--- config.mk ---
export PLATFORM = sky130hd
export DESIGN_NAME = mem_stage_ctrl_flat
export DESIGN_NICKNAME = d
export VERILOG_FILES = /design/src/rtl/mips_pkg.sv /design/src/rtl/mem_stage_ctrl_if.sv /design/src/rtl/load_extract.sv /design/src/rtl/mem_stage_ctrl.sv /design/src/flat_wrapper.sv
export SDC_FILE = /design/constraint.sdc
export NUM_CORES = 1
export LEC_CHECK = 0
export ABC_AREA = 1
export CAP_MARGIN = 20
export CORE_AREA = 3 3 123 125
export DETAILED_ROUTE_END_ITERATION = 10
export DIE_AREA = 0 0 126 128
export GPL_TIMING_DRIVEN = 0
export PLACE_DENSITY = 0.91
export REMOVE_ABC_BUFFERS = 1
export SKIP_LAST_GASP = 1
export SYNTH_ARGS = -nofsm -noshare
export SYNTH_HDL_FRONTEND = slang
export SYNTH_SLANG_ARGS = --single-unit
export TNS_END_PERCENT = 5
--- constraint.sdc ---
create_clock -name clk -period 2.56 [get_ports clk]
set_input_delay 0.384 -clock clk [delete_from_list [all_inputs] [get_ports clk]]
set_output_delay 0.384 -clock clk [all_outputs]
set_load 0.005 [all_outputs]
--- src/rtl/mips_pkg.sv ---
// mips_pkg: shared types and constants for the memory stage
package mips_pkg;
  typedef enum logic {IDLE, BUSY} state_t;
  localparam logic [3:0] BE_WORD = 4'hF;
  localparam logic [3:0] BE_LO = 4'h3;
  localparam logic [3:0] BE_HI = 4'hC;
  localparam int MAX_WAIT_DEF = 16;
endpackage

--- src/rtl/mem_stage_ctrl_if.sv ---
// mem_stage_ctrl_if: request/acknowledge data-memory bus
interface mem_stage_ctrl_if;
  logic memReq, memWe, memAck;
  logic [31:0] memAddr, memWData, memRData;
  logic [3:0] memBe;
  modport master(output memReq, memWe, memAddr, memWData, memBe, input memAck, memRData);
  modport slave(input memReq, memWe, memAddr, memWData, memBe, output memAck, memRData);
endinterface

--- src/rtl/load_extract.sv ---
// load_extract: halfword select with sign/zero extension
module load_extract (
  input  logic [31:0] rdata,
  input  logic        hi,
  input  logic        uns,
  output logic [31:0] data
);
  logic [15:0] h;
  assign h = hi ? rdata[31:16] : rdata[15:0];
  assign data = {{16{h[15] & ~uns}}, h};
endmodule

--- src/rtl/mem_stage_ctrl.sv ---
// mem_stage_ctrl: MEM stage controller with memory handshake, load extraction and timeout
module mem_stage_ctrl
  import mips_pkg::*;
#(
  parameter int MAX_WAIT = MAX_WAIT_DEF
) (
  input  logic                    clk,
  input  logic                    rst,
  input  logic                    exWB,
  input  logic                    exMemtoReg,
  input  logic                    exMR,
  input  logic                    exMW,
  input  logic                    exBranch,
  input  logic                    exZero,
  input  logic                    exLoadHalf,
  input  logic                    exLoadHalfUnsigned,
  input  logic [31:0]             exAddResult,
  input  logic [31:0]             exALUResult,
  input  logic [31:0]             exReadData2,
  input  logic [4:0]              exWriteBack,
  mem_stage_ctrl_if.master        mem,
  output logic                    stall,
  output logic                    pcSrc,
  output logic [31:0]             branchTarget,
  output logic                    memErr,
  output logic                    wbRegWrite,
  output logic                    wbMemtoReg,
  output logic [31:0]             wbReadData,
  output logic [31:0]             wbALUResult,
  output logic [4:0]              wbWriteBack
);
  localparam int CW = $clog2(MAX_WAIT);
  state_t state, nxt;
  logic [CW-1:0] wait_cnt;
  logic access, half, illegal, pass, start, timeout, done, err_set;
  logic [3:0] be;
  logic [31:0] half_data, load_data;
  assign pcSrc = exBranch & exZero;
  assign branchTarget = exAddResult;
  assign access = exMR ^ exMW;
  assign half = exLoadHalf | exLoadHalfUnsigned;
  assign illegal = (exMR & exMW) | (access & (half ? (exMW | exALUResult[0]) : |exALUResult[1:0]));
  assign be = (exMW || !half) ? BE_WORD : (exALUResult[1] ? BE_HI : BE_LO);
  load_extract u_ext (
    .rdata(mem.memRData),
    .hi   (exALUResult[1]),
    .uns  (exLoadHalfUnsigned),
    .data (half_data)
  );
  assign load_data = half ? half_data : mem.memRData;
  always_ff @(posedge clk) begin
    if (rst) begin
      state <= IDLE;
      wait_cnt <= '0;
      mem.memReq <= 1'b0;
      mem.memWe <= 1'b0;
      mem.memAddr <= '0;
      mem.memWData <= '0;
      mem.memBe <= '0;
      memErr <= 1'b0;
      wbRegWrite <= 1'b0;
      wbMemtoReg <= 1'b0;
      wbReadData <= '0;
      wbALUResult <= '0;
      wbWriteBack <= '0;
    end else begin
      state <= nxt;
      wait_cnt <= (state == BUSY && !done) ? wait_cnt + 1'b1 : '0;
      mem.memReq <= start | (mem.memReq & ~done);
      if (start) begin
        mem.memWe <= exMW;
        mem.memAddr <= {exALUResult[31:2], 2'b00};
        mem.memWData <= exReadData2;
        mem.memBe <= be;
      end
      memErr <= memErr | err_set;
      wbRegWrite <= (pass & exWB) | (done & exWB & exMR);
      wbMemtoReg <= (pass | done) & exMemtoReg;
      // a timed-out access completes with zero data
      wbReadData <= (done && mem.memAck) ? load_data : '0;
      wbALUResult <= (pass || done) ? exALUResult : '0;
      wbWriteBack <= (pass || done) ? exWriteBack : '0;
    end
  end
  always_comb nxt = (state == IDLE) ? (start ? BUSY : IDLE) : (done ? IDLE : BUSY);
  always_comb begin
    pass = state == IDLE && !exMR && !exMW;
    start = state == IDLE && access && !illegal;
    timeout = state == BUSY && !mem.memAck && wait_cnt == CW'(MAX_WAIT - 1);
    done = state == BUSY && (mem.memAck || timeout);
    stall = (state == IDLE) ? start : !done;
    err_set = (state == IDLE) ? illegal : timeout;
  end
endmodule

--- src/flat_wrapper.sv ---
// flat-port wrapper written by rule: the top's interface ports become plain ports
module mem_stage_ctrl_flat import mips_pkg::*;
#(
  parameter int MAX_WAIT = MAX_WAIT_DEF
)
  (clk, rst, exWB, exMemtoReg, exMR, exMW, exBranch, exZero, exLoadHalf, exLoadHalfUnsigned, exAddResult, exALUResult, exReadData2, exWriteBack, stall, pcSrc, branchTarget, memErr, wbRegWrite, wbMemtoReg, wbReadData, wbALUResult, wbWriteBack, mem_memReq, mem_memWe, mem_memAddr, mem_memWData, mem_memBe, mem_memAck, mem_memRData);
  mem_stage_ctrl_if mem_i ();
  input  logic clk;
  input  logic rst;
  input  logic exWB;
  input  logic exMemtoReg;
  input  logic exMR;
  input  logic exMW;
  input  logic exBranch;
  input  logic exZero;
  input  logic exLoadHalf;
  input  logic exLoadHalfUnsigned;
  input  logic [31:0] exAddResult;
  input  logic [31:0] exALUResult;
  input  logic [31:0] exReadData2;
  input  logic [4:0] exWriteBack;
  output logic stall;
  output logic pcSrc;
  output logic [31:0] branchTarget;
  output logic memErr;
  output logic wbRegWrite;
  output logic wbMemtoReg;
  output logic [31:0] wbReadData;
  output logic [31:0] wbALUResult;
  output logic [4:0] wbWriteBack;
  output wire logic [$bits(mem_i.memReq)-1:0] mem_memReq;
  output wire logic [$bits(mem_i.memWe)-1:0] mem_memWe;
  output wire logic [$bits(mem_i.memAddr)-1:0] mem_memAddr;
  output wire logic [$bits(mem_i.memWData)-1:0] mem_memWData;
  output wire logic [$bits(mem_i.memBe)-1:0] mem_memBe;
  input wire logic [$bits(mem_i.memAck)-1:0] mem_memAck;
  input wire logic [$bits(mem_i.memRData)-1:0] mem_memRData;
  assign mem_memReq = mem_i.memReq;
  assign mem_memWe = mem_i.memWe;
  assign mem_memAddr = mem_i.memAddr;
  assign mem_memWData = mem_i.memWData;
  assign mem_memBe = mem_i.memBe;
  assign mem_i.memAck = mem_memAck;
  assign mem_i.memRData = mem_memRData;
  mem_stage_ctrl #(.MAX_WAIT(MAX_WAIT)) u_core (.clk(clk), .rst(rst), .exWB(exWB), .exMemtoReg(exMemtoReg), .exMR(exMR), .exMW(exMW), .exBranch(exBranch), .exZero(exZero), .exLoadHalf(exLoadHalf), .exLoadHalfUnsigned(exLoadHalfUnsigned), .exAddResult(exAddResult), .exALUResult(exALUResult), .exReadData2(exReadData2), .exWriteBack(exWriteBack), .mem(mem_i), .stall(stall), .pcSrc(pcSrc), .branchTarget(branchTarget), .memErr(memErr), .wbRegWrite(wbRegWrite), .wbMemtoReg(wbMemtoReg), .wbReadData(wbReadData), .wbALUResult(wbALUResult), .wbWriteBack(wbWriteBack));
endmodule
==> results.md <==
- Status: completed
- Max-Cap Viols: 0
- Ports: 320
- Fmax: 0.405 GHz
- Core Area: 14000 µm²
- Hold Violations, Final: 0
- Via/cell ratio: 4.43
- Min Tclk post-route: 2.47 ns
- Worst setup margin: 0.0882 ns
- Synthesized area: 5430 µm²
- Critical Setup Path Class: primary input to output port
- HPWL after detailed placement: 13200 µm
- Area Growth Syn to Fin: 58.1%
- Max incr delay on CP: 0.50 ns
- Pwr Density: 682 nW/µm²
- GRT Resource Usage Total: 21.5%
- Routed via count: 5137
- Tcrit/Tclk final: 96.6%
- DRC Markers: 0
- Slowest-stage cell, CP: clkdlybuf4s50_1
- Endpoints failing setup: 0
- Share of layout cells above drive strength 1: 4.59%
- Antenna viol nets, final: 0
- Cell count after synthesis: 753
- Synth cell types: 22
- Clock latency on the worst-skew pair: 0.41 ns
- # nets final: 1113
- Seq cells post-synth: 143
- CTS tree: built
- Worst path depth: 5
- CP Launch Type: primary input
- Placed cells: 1125
- Leak Pwr: 3.97 nW
- Initial DRC count: 286
- Buf/Inv on CP: 2
- Crit Path Max Fanout: 5
- Pre-antenna DRT Iters: 4
- Die area: 16100 µm²
- RSZ-0062 raised after global routing: no
- Slew HR: 29.2%
- Die width: 126 µm
- WHS Path Cells: 1
- Number of clock sinks: 143
- Initial antenna violation count: 0
- Synthesized area per cell: 7.22 µm²
- Pins Over Slew Limit: 0
- Buffers on Ports: 253
- YS warnings: 0
- Hold WC Path Type: flop to flop
- Setup WS pre-CTS: -0.425 ns
- Clock transition at path regs: 0.06 ns
- Starting density of the core: 38.8%
- Crit path DAT: 2.09 ns
- Slew @ Worst Pin: 1.06 ns
- Kind of cell adding the most delay to the critical path: buffers and inverters
- Worst r2r path cells: 4
- Register area share after synthesis: 52.7%
- Congestion Overflow GR: 0
- Root Buffer: clkbuf_16
- Number of global-route vias before repair: 5126
- Max Root-Sink Buffers: 2
- CP Data Required Time: 2.18 ns
- H-tree Lvls: 4
- Number of diodes: 0
- First-pass GRT wire length: 26800 µm
- WL/cell: 15.3 µm
- TritonCTS buffer count: 17
- Cell mode on critical path: clkdlybuf4s50_1
- Post-route insts no fill: 1160
- Largest net degree at the start of global routing: 60
- RD Place Congestion: 0.854
- Final WL: 17700 µm
- Cell Rows: 43
- Crit-path cells: clkdlybuf4s50_1 -> ha_1 -> nand4_4 -> nand2_1 -> clkdlybuf4s50_1
- Clk_skew: 0.00617 ns
- VDD IR max: 0.000417 V
- Die Height: 128 µm
- CP endpoint kind: output port
==> area by class of cell <==
cell class,count,area [µm²]
Clock buffer,19,433
Clock inverter,13,238
Fill cell,1182,5400
Inverter,118,443
Multi-Input combinational cell,427,1750
Sequential cell,143,2860
Tap cell,180,225
Timing Repair Buffer,260,2640
==> kinds of logic (layout without fill, tap and decap cells) <==
kind of cell / after synthesis / in the layout / synth area share (%)
AOI/OAI and AO/OA: 39 / 39 / 3.64
xor gates and xnor gates: 2 / 2 / 0.322
adders and majority gates: 2 / 2 / 0.460
buffers and inverters: 185 / 410 / 16.0
DFF: 143 / 143 / 52.7
other: 1 / 2 / 0.0690
and+or+nand+nor: 381 / 382 / 26.9
==> state kept, by name, summed over array words and instances (netlist names), 2 cells and up <==
| register | count |
|---|---|
| u_core.wbReadData | 32 |
| u_core.mem.memBe | 2 |
| u_core.wbWriteBack | 5 |
| u_core.mem.memAddr | 30 |
| u_core.mem.memWData | 32 |
| u_core.wbALUResult | 32 |
| u_core.wait_cnt | 4 |
==> repair_timing <==
action	CTS	global route
endpoints found under the setup margin	1	1
hold buffers	0	0
gates cloned	1	0
gates resized for setup	1	2
setup buffers	2	0
pin swaps	2	0
==> path summary, 6_finish.rpt <==
path,startpoint,end,slack (ns)
setup / recovery,exMW,stall,0.09
hold / removal,u_core.wait_cnt[0],u_core.wait_cnt[0],0.46
setup reg to reg,u_core.state,u_core.wbReadData[20],0.44
hold reg to reg,u_core.wait_cnt[0],u_core.wait_cnt[0],0.46
==> where the power goes <==
part	internal [mW]	total (mW)	switching, mW	leakage, nW
Sequential	2.32	2.36	0.0432	1.16
Clock	1.83	2.79	0.955	0.314
Combinational	0.400	0.705	0.306	2.49
==> metal layers <==
metal	wire, µm	track usage [%]	share of wire [%]
met1	7340	24.9	41
met2	7950	33.5	45
met3	1900	10.6	11
met4	452	9.21	2.5
met5	84	4.33	0.47
==> placed cells by master (no fill, tap or decap), types with 4 or more instances in the layout <==
cell             instances
clkbuf_16               17
bufinv_16                6
dfxtp_1                143
inv_1                  116
clkdlybuf4s50_1        253
nor2_1                 209
clkinv_4                 4
o21ai_0                 16
nand3_1                  5
nand2_1                160
a21oi_1                 20
==> worst reg2reg max path, delay by kind of cell (launching register included) <==
| kind | cells | cell delay (ns) |
|---|---|---|
| AO/OA/AOI/OAI | 1 | 0.27 |
| buffers and inverters | 1 | 0.36 |
| flip-flops | 1 | 0.46 |
| AND/OR/NAND/NOR | 2 | 0.95 |
==> stage by stage <==
step | cell area, µm² | util [%] | hold slack, ns | total power [mW] | TNS [ns]
floorplan | 5010 | - | 0.418 | 2.65 | -34.67
global placement | 7770 | 55.6 | 0.433 | 3.08 | -240.13
detailed placement | 7890 | 56.4 | 0.445 | 3.10 | -1.14
CTS | 8580 | 61.4 | 0.458 | 5.92 | 0
global route | 8590 | 61.4 | 0.489 | 6.09 | 0
finish | 8590 | 61.4 | 0.456 | 5.86 | 0
==> cell usage after synthesis (all sizes together) <==
cell type / number / area share [%]
nor2: 210 / 15
conb: 1 / 0.069
ha: 2 / 0.46
xor2: 1 / 0.16
nand2: 161 / 11
clkbuf: 18 / 1.2
dfxtp: 143 / 53
o211ai: 1 / 0.14
inv: 118 / 8.2
nand3: 5 / 0.46
nor3: 2 / 0.18
nand4: 3 / 0.46
buf: 49 / 6.6
xnor2: 1 / 0.16
o21ai: 18 / 1.7
a21oi: 20 / 1.8
(Power assumes the default switching activity.)
